**src/rtl/id_exe_stage.sv**
```systemverilog
// ID/EXE pipeline register: decodes the ID instruction, sign-extends the immediate and holds it for EXE.
// One-cycle latency; stall_in holds everything, flush/load-use/no-input insert a bubble. Optional: ID_EXE_WB_BYPASS_EN.
module id_exe_stage #(
  parameter int PC_W   = 16,
  parameter int DATA_W = 32
) (
  input  logic              clk,
  input  logic              rst_n,
  input  logic              in_valid,
  input  logic [31:0]       instr,
  input  logic [PC_W-1:0]   PC_in,
  input  logic [DATA_W-1:0] rf_rdata1,
  input  logic [DATA_W-1:0] rf_rdata2,
  input  logic              stall_in,
  input  logic              flush,
  input  logic              wb_we,
  input  logic [4:0]        wb_addr,
  input  logic [DATA_W-1:0] wb_data,
  output logic              hazard_stall,
  output logic              illegal_op,
  output logic              out_valid,
  output logic [PC_W-1:0]   PC,
  output logic              RegDst,
  output logic              ALUSrc,
  output logic              RegWrite,
  output logic              MemRead,
  output logic              MemWrite,
  output logic              Branch,
  output logic [1:0]        ALUOp,
  output logic [DATA_W-1:0] read_data1,
  output logic [DATA_W-1:0] read_data2,
  output logic [4:0]        rs_addr,
  output logic [4:0]        rt_addr,
  output logic [4:0]        rd_addr,
  output logic [4:0]        shamt,
  output logic [5:0]        funct,
  output logic [DATA_W-1:0] immd
);

  localparam logic [5:0] OP_R    = 6'h00;
  localparam logic [5:0] OP_LW   = 6'h23;
  localparam logic [5:0] OP_SW   = 6'h2B;
  localparam logic [5:0] OP_BEQ  = 6'h04;
  localparam logic [5:0] OP_ADDI = 6'h08;

  typedef struct packed {
    logic       reg_dst;
    logic       alu_src;
    logic [1:0] alu_op;
    logic       reg_write;
    logic       mem_read;
    logic       mem_write;
    logic       branch;
  } ctrl_t;

  typedef struct packed {
    logic              vld;
    logic [PC_W-1:0]   pc;
    ctrl_t             ctrl;
    logic [DATA_W-1:0] rd1;
    logic [DATA_W-1:0] rd2;
    logic [4:0]        rs;
    logic [4:0]        rt;
    logic [4:0]        rd;
    logic [4:0]        shamt;
    logic [5:0]        funct;
    logic [DATA_W-1:0] immd;
  } ex_t;

  logic [5:0]        opcode;
  ctrl_t             dec_ctrl;
  logic              dec_illegal;
  logic              uses_rt;
  logic [DATA_W-1:0] op1;
  logic [DATA_W-1:0] op2;
  ex_t               d;
  ex_t               q;
  logic              illegal_q;

  assign opcode = instr[31:26];

  always_comb begin
    dec_ctrl    = '0;
    dec_illegal = 1'b0;
    case (opcode)
      OP_R:    dec_ctrl = '{reg_dst: 1'b1, alu_src: 1'b0, alu_op: 2'b10, reg_write: 1'b1,
                            mem_read: 1'b0, mem_write: 1'b0, branch: 1'b0};
      OP_LW:   dec_ctrl = '{reg_dst: 1'b0, alu_src: 1'b1, alu_op: 2'b00, reg_write: 1'b1,
                            mem_read: 1'b1, mem_write: 1'b0, branch: 1'b0};
      OP_SW:   dec_ctrl = '{reg_dst: 1'b0, alu_src: 1'b1, alu_op: 2'b00, reg_write: 1'b0,
                            mem_read: 1'b0, mem_write: 1'b1, branch: 1'b0};
      OP_BEQ:  dec_ctrl = '{reg_dst: 1'b0, alu_src: 1'b0, alu_op: 2'b01, reg_write: 1'b0,
                            mem_read: 1'b0, mem_write: 1'b0, branch: 1'b1};
      OP_ADDI: dec_ctrl = '{reg_dst: 1'b0, alu_src: 1'b1, alu_op: 2'b00, reg_write: 1'b1,
                            mem_read: 1'b0, mem_write: 1'b0, branch: 1'b0};
      default: dec_illegal = 1'b1;
    endcase
  end

  // Only these formats actually read rt as a source; lw/addi write it instead.
  assign uses_rt = (opcode == OP_R) || (opcode == OP_SW) || (opcode == OP_BEQ);

  assign hazard_stall = in_valid & q.vld & q.ctrl.mem_read & (q.rt != 5'd0) &
                        ((q.rt == instr[25:21]) | ((q.rt == instr[20:16]) & uses_rt));

`ifdef ID_EXE_WB_BYPASS_EN
  assign op1 = (wb_we && wb_addr != 5'd0 && wb_addr == instr[25:21]) ? wb_data : rf_rdata1;
  assign op2 = (wb_we && wb_addr != 5'd0 && wb_addr == instr[20:16]) ? wb_data : rf_rdata2;
`else
  logic unused_wb;
  assign unused_wb = ^{wb_we, wb_addr, wb_data};
  assign op1 = rf_rdata1;
  assign op2 = rf_rdata2;
`endif

  always_comb begin
    d       = '0;
    d.vld   = 1'b1;
    d.pc    = PC_in;
    d.ctrl  = dec_ctrl;
    d.rd1   = op1;
    d.rd2   = op2;
    d.rs    = instr[25:21];
    d.rt    = instr[20:16];
    d.rd    = instr[15:11];
    d.shamt = instr[10:6];
    d.funct = instr[5:0];
    d.immd  = {{(DATA_W-16){instr[15]}}, instr[15:0]};
  end

  always_ff @(posedge clk or negedge rst_n) begin
    if (!rst_n) begin
      q         <= '0;
      illegal_q <= 1'b0;
    end else if (flush) begin
      q         <= '0;
      illegal_q <= 1'b0;
    end else if (stall_in) begin
      illegal_q <= 1'b0;
    end else if (hazard_stall || !in_valid) begin
      q         <= '0;
      illegal_q <= 1'b0;
    end else begin
      q         <= d;
      illegal_q <= dec_illegal;
    end
  end

  assign out_valid  = q.vld;
  assign PC         = q.pc;
  assign RegDst     = q.ctrl.reg_dst;
  assign ALUSrc     = q.ctrl.alu_src;
  assign ALUOp      = q.ctrl.alu_op;
  assign RegWrite   = q.ctrl.reg_write;
  assign MemRead    = q.ctrl.mem_read;
  assign MemWrite   = q.ctrl.mem_write;
  assign Branch     = q.ctrl.branch;
  assign read_data1 = q.rd1;
  assign read_data2 = q.rd2;
  assign rs_addr    = q.rs;
  assign rt_addr    = q.rt;
  assign rd_addr    = q.rd;
  assign shamt      = q.shamt;
  assign funct      = q.funct;
  assign immd       = q.immd;
  assign illegal_op = illegal_q;

endmodule

```
**config.mk**
```make
export PLATFORM = sky130hd
export DESIGN_NAME = id_exe_stage
export DESIGN_NICKNAME = d
export VERILOG_FILES = /design/src/rtl/id_exe_stage.sv
export SDC_FILE = /design/constraint.sdc
export NUM_CORES = 1
export LEC_CHECK = 0
export CAP_MARGIN = 20
export CORE_MARGIN = 8
export CORE_UTILIZATION = 40
export DETAILED_ROUTE_END_ITERATION = 12
export GPL_TIMING_DRIVEN = 0
export PLACE_DENSITY_LB_ADDON = 0.1
export SLEW_MARGIN = 20
export SYNTH_ARGS = -nofsm -noshare
export SYNTH_HDL_FRONTEND = slang
export SYNTH_SLANG_ARGS = --single-unit
export TNS_END_PERCENT = 50
```
**constraint.sdc**
```tcl
create_clock -name clk -period 3.9 [get_ports clk]
set_input_delay 0.585 -clock clk [delete_from_list [all_inputs] [get_ports clk]]
set_output_delay 0.585 -clock clk [all_outputs]
set_load 0.02 [all_outputs]
```
# [Word-level counts from Yosys, hierarchy flattened]
# Cells that the tools add are included.
[totals] register_bits=148 input_bits=155 wordCells=46
[op_classes] muxes=8 n_reduce_logical=7 n_bitwise=6 eq_ne=7
[op_table] operator="147-bit two-way mux" n=3
[op_table] operator="8-bit one-hot mux with 5 select lines" n=1
[op_table] operator="6-bit == test, second input constant" n=2
[op_table] operator="5-bit == test" n=2
[op_table] operator="6-bit by 3-bit == test with 1-bit output, second input constant" n=1
[op_table] operator="6-bit by 4-bit == test with 1-bit output, second input constant" n=1
[op_table] operator="6-bit logical NOT" n=1
[op_table] operator="1-bit bitwise AND" n=5
[op_table] operator="5-bit nonzero test" n=1
[op_table] operator="5-bit OR reduction" n=1
[op_table] operator="1-bit two-way mux" n=4
[op_table] operator="1-bit logical OR" n=3
[op_table] operator="2-bit by 1-bit != test with 1-bit output, second input constant" n=1
[op_table] operator="1-bit logical NOT" n=1
[op_table] operator="1-bit bitwise OR" n=1

# [Longest topological paths before layout]
# Gate-level depths: netlist (run 1).
[depth] word_depth=10 ltp_mapped=6

# [Worst setup path before layout (run 1)]
# OpenSTA, ideal clock, no wires.
[synth_timing] kind="input -> output" start="input port instr[27]" end="output port hazard_stall" cell_stages=5 path_slack_ps=1508 t_required_ps=3315 arrival_time_ps=1807 cell_sequence="nor4_2 a21oi_1 nor4b_2 buf_6 or2_1"
[synth_via] elab_chain_len=6 word_cells_on_any_way=8 cone_classes="2 x eq/ne; 3 x bitwise; 3 x reduce/logical"
[synth_lines] element="from (decl)" line="10" source="input logic [31:0] instr,"
[synth_lines] element="6-bit == test / 6-bit logical NOT (equally long branches)" line="101" source="assign uses_rt = (opcode == OP_R) || (opcode == OP_SW) || (opcode == OP_BEQ);"
[synth_lines] element="1-bit logical OR" line="101"
[synth_lines] element="1-bit logical OR *" line="101"
[synth_lines] element="1-bit bitwise AND *" line="104" source="((q.rt == instr[25:21]) | ((q.rt == instr[20:16]) & uses_rt));"
[synth_lines] element="1-bit bitwise OR *" line="104"
[synth_lines] element="1-bit bitwise AND *" line="103" source="assign hazard_stall = in_valid & q.vld & q.ctrl.mem_read & (q.rt != 5'd0) &"
[synth_lines] element="to (decl)" line="19" source="output logic hazard_stall,"
# Every way passes the cells marked *; elsewhere a longest branch is shown, timed or not.

# [Worst setup path in the final report (run 1)]
[layout_timing] start="input port instr[29]" end="output port hazard_stall"
# Same word-level chain as after synthesis.

==> results of run 1 <==
[cells in the final DEF (no fill, tap or decap), types with 2 or more instances in the layout]
cell type | synthesis | final
nand3_1 | 2 | 2
clkbuf_1 | 22 | 25
clkbuf_16 | 0 | 17
clkdlybuf4s50_1 | 0 | 264
xnor2_1 | 9 | 9
o21ai_0 | 2 | 2
buf_2 | 4 | 4
clkbuf_8 | 0 | 4
buf_4 | 35 | 35
nand2_1 | 118 | 118
o31ai_4 | 10 | 10
o31ai_1 | 53 | 53
inv_1 | 106 | 106
a21oi_1 | 2 | 2
o31ai_2 | 49 | 49
nand4b_1 | 2 | 2
nor3_1 | 2 | 2
buf_6 | 9 | 10
nor2_1 | 3 | 3
dfrtp_1 | 114 | 114
[stage by stage]
step | setup slack (ps) | hold WS [ps]
4_1_cts | 144 | 128
2_1_floorplan | 1510 | 289
5_1_grt | 2.56 | 146
3_5_place_dp | -28.3 | 465
3_3_place_gp | -2220 | 461
6_report | 135 | 110
[final timing paths]
path,end,cells after the start,slack [ps]
worst max-delay path,hazard_stall,7,140
worst min-delay path,read_data1[19]$_DFFE_PN0P_,1,110
worst max register to register,read_data1[3]$_DFFE_PN0P_,5,1660
worst min register to register,read_data1[14]$_DFFE_PN0P_,2,470
max in group asynchronous,rs_addr[1]$_DFFE_PN0P_,2,3090
min in group clk,read_data1[14]$_DFFE_PN0P_,2,470
[state kept, by name (all words and copies together), names as in the netlist, 3 cells and up]
signal      flops
PC             16
funct           5
immd            3
rd_addr         4
read_data1     32
read_data2     32
rs_addr         5
rt_addr         5
shamt           4
[critical path, cell delays in order]
cell and delay [ps]:
clkdlybuf4s50_1 530, nor4_2 400, a21oi_1 140, nor4b_4 490, buf_6 250, or2_1 130, clkdlybuf4s50_1 660
[power breakdown]
part	total, W	switching [W]	internal [W]	leakage [nW]
clock network	0.00133	0.000477	0.000849	0.246
logic	0.000494	0.000233	0.000261	2.39
registers	0.00126	0.0000295	0.00123	1.56
[final cells by class]
class / count / area (um^2)
Buffer: 70 / 467
Clock buffer: 24 / 492
Clock inverter: 1 / 5.00
Fill cell: 1154 / 4800
Inverter: 106 / 398
Multi-Input combinational cell: 267 / 1960
Sequential cell: 114 / 2850
Tap cell: 180 / 225
Timing Repair Buffer: 266 / 2680
[routing by layer]
layer / GRT usage [%] / up-vias / wire length, um
met5: 0 / - / 13
met4: 6.66 / 2 / 266
met3: 8.36 / 21 / 1720
met2: 32.2 / 183 / 8530
met1: 20.8 / 2347 / 6860
li1: - / 2357 / -
[logic make-up after synthesis]
logic type      Yosys count
buf+inv                 176
simple gates            138
compound gates          119
flops                   114
xor+xnor                 10
==> results.md, run 1 <==
* Ant diodes at 0
* Die width at 135 um
* Synthesis-to-finish area growth at 60.2%
* Clock skew at 7.65 ps
* Crit-path max FO at 10
* Placed Instances at 1003
* Total CTS buffers at 17
* Htree depth at 4
* CP Class: in -> out
* Synth unique cells at 32
* Syn Std Cell Area at 5660 um^2
* Worst setup path startpoint: instr[29]
* WP data required at 3310 ps
* Ranking of synthesized cells by area: dfrtp_1 50%, o31ai_2 11%, nand2_1 7.8%, inv_1 7.0%, o31ai_1 7.0%
* Pre-antenna DRT Iters at 4
* Post-layout net count at 997
* Fin crit period at 3760 ps
* CTS resizes at 1
* Total grt overflow at 0
* Critical Path End Type: output port
* Layout cells sized above 1 at 16.2%
* CTS clock-pin slew for the worst setup and hold paths at 50 ps
* CTS tree: yes
* Post-CTS Hold Buffers at 0
* Post-synthesis async set-or-reset flop share at 100%
* Largest family of logic cells by synthesized area: compound AO/OA/AOI/OAI gates
* Post-Synth Adder-Cell Area at 0%
* Static Leakage at 4.19 nW
* Initial Utilization at 40.8%
* Routability Congestion at 0.747
* First-pass GRT wire length at 27100 um
* Syn_nets at 712
* Mux contribution to synthesized area at 0%
* Initial DRC Count at 151
* Post CTS Setup Buffer Count at 0
* Sequential cell area fraction in the yosys report at 50.4%
* FF-to-FF Start: rt_addr[4]$_DFFE_PN0P_
* Most common cell in the netlist: nand2_1
* Dpl cell area at 8570 um^2
* Top-level I/O count at 304
* Total routed wirelength at 17400 um
* Simple-Gate Fraction of Synth Area at 10.4%
* Estimated wirelength of the detail-placed design at 13400 um
* Worst-skew pair later-pin latency at 400 ps
* Finished Cell Area at 9080 um^2
* Synth Area in Compound Gates at 22.4%
* Total negative setup slack at 0 ps
* Post-synth EDFFs at 0
* Non-Filler Instances at 1028
* Clk sink count at 114
* DR DRC count at 0
* Initial antenna violation count at 1
* Synthesis-stage register bit count at 114
* Period utilization at 96.5%
* Max Cap Viol at 0
* Slew @ Worst Pin at 882 ps
* Row count at 43
* CP Launch Type: primary input
* Pwr/cell area at 339 nW/um^2
* Via count at 4910
* Total power at 0.00308 W
* CTS Root Cell: clkbuf_16
* List of most frequent post-synthesis cells: 118 x nand2_1, 114 x dfrtp_1, 106 x inv_1
* Vias in the first global route at 5038
* Max Slew Vio Count at 0
* DR WL/cell at 16.9 um
* RSZ-0062 raised after global routing: no
* Setup Viol. Count Final at 0
* Status: finished clean
* Core Box Area at 13900 um^2
* Ys Warns at 0
* Ys flop type: dfrtp_1
* Routed Antenna Nets at 0
* Die H at 135 um
* Post-Syn Area per Cell at 10.2 um^2
* Tot GR Track Use at 19.0%
* Max VDD drop at 0.250 mV
* Die Area at 18200 um^2
* Max Root-Sink Buffers at 2
* XOR/XNOR Fraction of Synth Area at 1.55%
* Vias/cell at 4.78
* Achievable Freq at 266 MHz
* Worst path arrival time at 3180 ps
* Mapped Cells at 557
* I/O Buffers at 265
* Worst min-delay path class: in -> async
* Max-Slew Margin vs Limit at 40.8%
* Leading area contributor after synthesis: dfrtp_1
* Hold Vio Cnt, Final at 0
* Largest net degree at the start of global routing at 66
* Post-synth top area share at 50.4%
* Finished Core Util at 65.4%
Note: power is estimated with default switching activity, not from simulation.
==> run 2, diff against run 1 <==
--- a/config.mk
+++ b/config.mk
@@ -9,8 +9,8 @@
 export CORE_MARGIN = 8
 export CORE_UTILIZATION = 40
 export DETAILED_ROUTE_END_ITERATION = 12
-export GPL_TIMING_DRIVEN = 0
-export PLACE_DENSITY_LB_ADDON = 0.1
+export GPL_TIMING_DRIVEN = 1
+export PLACE_DENSITY = 0.83
 export SLEW_MARGIN = 20
 export SYNTH_ARGS = -nofsm -noshare
 export SYNTH_HDL_FRONTEND = slang
==> results.md, run 2 (synthesis gave the netlist of run 1 again) <==
* Total routed wirelength at 16500 um (-5.3%)
* Period utilization at 86.0% (-11 points)
* Setup Viol. Count Final at 0 (unchanged)
* Finished Core Util at 63.6% (-1.8 points)
* Via count at 4626 (-5.8%)
* CP Launch Type: flip-flop
* Die Area at 18200 um^2 (unchanged)
* First-pass GRT wire length at 26000 um (-4.1%)
* CTS tree: yes
* CP delay by family, top: simple AND/OR/NAND/NOR gates
* Clk sink count at 114 (unchanged)
* Vias/cell at 4.76 (-0.25%)
* Initial Utilization at 40.8% (unchanged)
* Vias in the first global route at 4849 (-3.8%)
* Total CTS buffers at 17 (unchanged)
* Post-CTS Hold Buffers at 0 (unchanged)
* Die H at 135 um (unchanged)
* Htree depth at 4 (unchanged)
* Max VDD drop at 0.223 mV (-11%)
* Clock skew at 7.97 ps (+0.322 ps)
* Leading cell type in the layout, fill and taps excluded: clkdlybuf4s50_1
* Placed Instances at 939 (-6.4%)
* Crit-path cells: or4_1 -> o21ai_2 -> nor3_1 -> buf_4 -> or2_1 -> clkdlybuf4s50_1
* WP data required at 3310 ps (about the same)
* DR WL/cell at 17.0 um (+0.27%)
* Die width at 135 um (unchanged)
* Max Slew Vio Count at 0 (unchanged)
* Critical Path End Type: output port
* Max Cap Viol at 0 (unchanged)
* Static Leakage at 4.01 nW (-4.3%)
* Buf/Inv on CP at 2 (-1)
* Top-level I/O count at 304 (unchanged)
* Pre-antenna DRT Iters at 4 (unchanged)
* Layout cells sized above 1 at 13.3% (-2.9 points)
* Total negative setup slack at 0 ps (unchanged)
* Post CTS Setup Buffer Count at 0 (unchanged)
* CTS Root Cell: clkbuf_16
* Non-Filler Instances at 971 (-5.5%)
* Initial antenna violation count at 1 (unchanged)
* Routed Antenna Nets at 0 (unchanged)
* Pwr/cell area at 379 nW/um^2 (+12%)
* Filler cell count at 1117 (-3.2%)
* Estimated wirelength of the detail-placed design at 11600 um (-14%)
* Synthesis-to-finish area growth at 55.8%
* Slowest stage delay, CP at 580 ps (-80 ps)
* Worst min-delay path class: in -> async
* Achievable Freq at 298 MHz (+12%)
* CP Class: reg -> out
* Slew @ Worst Pin at 921 ps (+38.9 ps)
* DR DRC count at 0 (unchanged)
* Total grt overflow at 0 (unchanged)
* Total power at 0.00335 W (+8.8%)
* Post-layout net count at 933 (-6.4%)
* Hold Vio Cnt, Final at 0 (unchanged)
* I/O Buffers at 265 (unchanged)
* Crit-path max FO at 7 (-3)
* RSZ-0062 raised after global routing: no
* CP max stage cell: clkdlybuf4s50_1
* Largest net degree at the start of global routing at 114 (+73%)
* Status: finished clean
* Routability Congestion at 0.713 (-4.5%)
* Max-Slew Margin vs Limit at 38.6% (-2.2 points)
* CTS resizes at 0 (-1)
* Tot GR Track Use at 18.0% (-1.0 points)
* Row count at 43 (unchanged)
* Fin crit period at 3360 ps (-410 ps)
* Max Root-Sink Buffers at 2 (unchanged)
* Worst-skew pair later-pin latency at 400 ps (about the same)
* Most frequent cells in the layout: 264 x clkdlybuf4s50_1, 118 x nand2_1, 114 x dfrtp_1, 106 x inv_1, 53 x o31ai_1
* Worst path arrival time at 2770 ps (-410 ps)
* Initial DRC Count at 182 (+21%)
* Ant diodes at 0 (unchanged)
* Core Box Area at 13900 um^2 (unchanged)
* CTS clock-pin slew for the worst setup and hold paths at 50 ps (about the same)
[run 2: path summary, 6_finish.rpt]
check	end	cells after the start	slack, ps	start
worst max-delay path	hazard_stall	6	540	rt_addr[1]$_DFFE_PN0P_
worst min-delay path	read_data2[22]$_DFFE_PN0P_	1	320	rst_n
worst max register to register	read_data1[26]$_DFFE_PN0P_	5	1660	rt_addr[1]$_DFFE_PN0P_
worst min register to register	read_data2[15]$_DFFE_PN0P_	2	470	read_data2[15]$_DFFE_PN0P_
max in group asynchronous	read_data1[23]$_DFFE_PN0P_	2	2700	rst_n
min in group clk	read_data2[15]$_DFFE_PN0P_	2	470	read_data2[15]$_DFFE_PN0P_
[run 2: area by class of cell]
| class | instances | area (um^2) | area share [%] |
|---|---|---|---|
| multi-input cells | 267 | 1970 | 22.4 |
| repair buffers | 272 | 2740 | 31.1 |
| inverters | 106 | 398 | 4.51 |
| clock buffers | 24 | 512 | 5.80 |
| well taps | 180 | 225 | 2.55 |
| flip-flops and latches | 114 | 2850 | 32.3 |
| clock inverters | 8 | 123 | 1.39 |
[run 2: power breakdown]
group          leakage [nW]  internal, W  switching, W
Sequential             1.56      0.00123     0.0000280
Combinational          2.15     0.000242      0.000228
Clock                 0.304      0.00110      0.000517
Total                  4.01      0.00257      0.000773
[run 2: routing by layer]
metal / vias up / track usage (%) / wire, um
met5: - / 0 / 8
li1: 2229 / - / -
met2: 188 / 29.4 / 7900
met4: 2 / 8.02 / 454
met3: 33 / 8.17 / 1650
met1: 2174 / 19.8 / 6470
[run 2: metrics by stage]
step / setup slack, ps / instance area (um^2) / hold WS (ps)
floorplan: 1510 / 5660 / 289
global placement: 643 / 8190 / 458
detailed placement: 602 / 8190 / 464
CTS: 499 / 8820 / 354
global route: 413 / 8820 / 383
finish: 545 / 8820 / 321
[run 2: worst reg2reg max path, delay by kind of cell (launching register included)]
family | cells | cell delay, ps
buffers and inverters | 1 | 340
AND/OR/NAND/NOR | 1 | 560
AO/OA/AOI/OAI | 3 | 790
flip-flops | 1 | 440
==> run 3, diff against run 2 <==
--- a/config.mk
+++ b/config.mk
@@ -6,11 +6,11 @@
 export NUM_CORES = 1
 export LEC_CHECK = 0
 export CAP_MARGIN = 20
-export CORE_MARGIN = 8
-export CORE_UTILIZATION = 40
+export CORE_MARGIN = 1.5
+export CORE_UTILIZATION = 36
 export DETAILED_ROUTE_END_ITERATION = 12
 export GPL_TIMING_DRIVEN = 1
-export PLACE_DENSITY = 0.83
+export PLACE_DENSITY = 0.79
 export SLEW_MARGIN = 20
 export SYNTH_ARGS = -nofsm -noshare
 export SYNTH_HDL_FRONTEND = slang
==> constraint.sdc (replaced) <==
create_clock -name clk -period 2.7 [get_ports clk]
set_input_delay 0.405 -clock clk [delete_from_list [all_inputs] [get_ports clk]]
set_output_delay 0.405 -clock clk [all_outputs]
set_load 0.02 [all_outputs]
==> results.md, run 3 (synthesis gave the netlist of run 1 again) <==
* Estimated wirelength of the detail-placed design at 10400 um (-10%)
* CP Class: reg -> out
* Pwr/cell area at 543 nW/um^2 (+43%)
* Max Root-Sink Buffers at 2 (unchanged)
* Dpl cell area at 8300 um^2 (+1.4%)
* Total routed wirelength at 15100 um (-8.3%)
* Max Cap Viol at 0 (unchanged)
* Internal power at 0.00373 W (+45%)
* CTS clock-pin slew for the worst setup and hold paths at 50 ps (about the same)
* Critical Path End Type: output port
* CTS Root Cell: clkbuf_16
* WL met1 at 5910 um (-8.7%)
* Vias/cell at 4.63 (-2.8%)
* Initial DRC Count at 154 (-15%)
* Routability Congestion at 0.786 (+10%)
* Worst path arrival time at 2170 ps (-600 ps)
* Synthesis-to-finish area growth at 57.8%
* Net Sw Power at 0.00112 W (+44%)
* Achievable Freq at 388 MHz
* I/O Buffers at 265 (unchanged)
* Top-level I/O count at 304 (unchanged)
* Initial Utilization at 37.1% (-3.7 points)
* Die H at 128 um (-4.9%)
* Post-CTS Hold Buffers at 0 (unchanged)
* Vias in the first global route at 4689 (-3.3%)
* Total CTS buffers at 17 (unchanged)
* DR WL/cell at 15.0 um (-11%)
* Row count at 45 (+4.7%)
* Finished Cell Area at 8940 um^2 (+1.3%)
* Tot GR Track Use at 18.9% (+0.89 points)
* Setup Viol. Count Final at 0 (unchanged)
* Via count at 4652 (+0.56%)
* Leading cell type in the layout, fill and taps excluded: clkdlybuf4s50_1
* Core Box Area at 15300 um^2 (+9.9%)
* Die Area at 16500 um^2 (-9.5%)
* Max Slew Vio Count at 0 (unchanged)
* Largest net degree at the start of global routing at 71 (-38%)
* Crit path to: hazard_stall
* Pre-antenna DRT Iters at 4 (unchanged)
* Initial antenna violation count at 0 (-1)
* FF-to-FF Start: rt_addr[2]$_DFFE_PN0P_
* Worst r2r dst: read_data1[19]$_DFFE_PN0P_
* Sw Share at 23.0% (-0.076 points)
* Die width at 128 um (-4.9%)
* Crit-path max FO at 7 (unchanged)
* RSZ-0062 raised after global routing: no
* Routed Antenna Nets at 0 (unchanged)
* Ant diodes at 0 (unchanged)
* Layout cells sized above 1 at 13.9% (+0.58 points)
* Max VDD drop at 0.419 mV (+88%)
* Slew @ Worst Pin at 619 ps (-302 ps)
* Worst-skew pair later-pin latency at 410 ps (about the same)
* CP Launch Type: flip-flop
* Post-layout net count at 939 (+0.64%)
* Total negative setup slack at 0 ps (unchanged)
* Clk sink count at 114 (unchanged)
* Clock skew at 9.64 ps (+1.67 ps)
* Hold Vio Cnt, Final at 0 (unchanged)
* Fin crit period at 2580 ps
* First-pass GRT wire length at 24000 um (-7.6%)
* Worst min-delay path class: in -> async
* Htree depth at 4 (unchanged)
* R2R depth at 6 (+1)
* Status: finished clean
* Period utilization at 95.5%
* DR DRC count at 0 (unchanged)
* Met3 WL at 1410 um (-15%)
* Comb pwr share at 14.0% (about the same)
* Static Leakage at 4.06 nW (+1.2%)
* Most frequent cells in the layout: 263 x clkdlybuf4s50_1, 118 x nand2_1, 114 x dfrtp_1, 106 x inv_1, 53 x o31ai_1
* Top Metal Used: met4
* R2R Setup Slk at 620 ps (-1040 ps)
* Total grt overflow at 0 (unchanged)
* Max-Slew Margin vs Limit at 58.7% (+20 points)
* Met2 WL at 7440 um (-5.8%)
* Sequential share of power at 37.4% (about the same)
* WP data required at 2300 ps (-1010 ps)
* Clk network pwr share at 48.6% (about the same)
* Worst setup path startpoint: rt_addr[2]$_DFFE_PN0P_
* CTS tree: yes
## run 3: worst min path at each step
stage | to | cells after the start | slack [ps]
after global placement | funct[3]$_DFFE_PN0P_ | 1 | 440
after floorplan | ALUOp[0]$_DFFE_PN0P_ | 0 | 110
after global routing | funct[1]$_DFFE_PN0P_ | 1 | 40
after detailed placement | funct[3]$_DFFE_PN0P_ | 1 | 450
after CTS | out_valid$_DFFE_PN0P_ | 1 | 10
final | funct[1]$_DFFE_PN0P_ | 1 | 10
## run 3: area by class of cell
type | count | area (um^2)
multi-input combinational | 267 | 1980
fill | 1299 | 6320
clock inverter | 4 | 95.1
tap | 211 | 264
timing repair buffer | 278 | 2820
inverter | 106 | 398
sequential | 114 | 2850
clock buffer | 25 | 526
## run 3: repair_timing
item	CTS	global route
setup buffers	1	0
pin swaps	1	0
setup endpoints to repair	1	1
resized for setup	1	1
## run 3: power by group through the flow
| stage | sequential (W) | clock, W | combinational, W |
|---|---|---|---|
| 2_1_floorplan | 0.00192 | 0 | 0.000217 |
| 3_3_place_gp | 0.00184 | 0 | 0.000679 |
| 3_5_place_dp | 0.00184 | 0 | 0.000687 |
| 4_1_cts | 0.00181 | 0.00242 | 0.000689 |
| 5_1_grt | 0.00182 | 0.00250 | 0.000734 |
| 6_report | 0.00181 | 0.00236 | 0.000680 |
## run 3: critical path, stage by stage (launching register included)
cell     delay (ps)
dfrtp_1         440
or4_4           550
o21ai_4         160
nor3_1           70
buf_4           160
or2_1           220
buf_4           160
## run 3: metal layers
| layer | global-route usage (%) | up-vias |
|---|---|---|
| met1 | 21.1 | 2200 |
| met4 | 6.74 | 0 |
| met5 | 0 | - |
| li1 | - | 2230 |
| met3 | 7.90 | 25 |
| met2 | 32.4 | 197 |
## run 3: per-stage QoR
stage                     total power (W)  util [%]  worst slack, ps  hold slack, ps  std cells
after CTS                         0.00493      58.6             39.7            11.1       1005
after floorplan                   0.00213         -              541             109        557
after global placement            0.00252      54.4              194             442        975
after global routing              0.00505      58.6             29.5            42.2       1005
final                             0.00485      58.6              120            13.6       1005
after detailed placement          0.00253      54.4              168             446        975
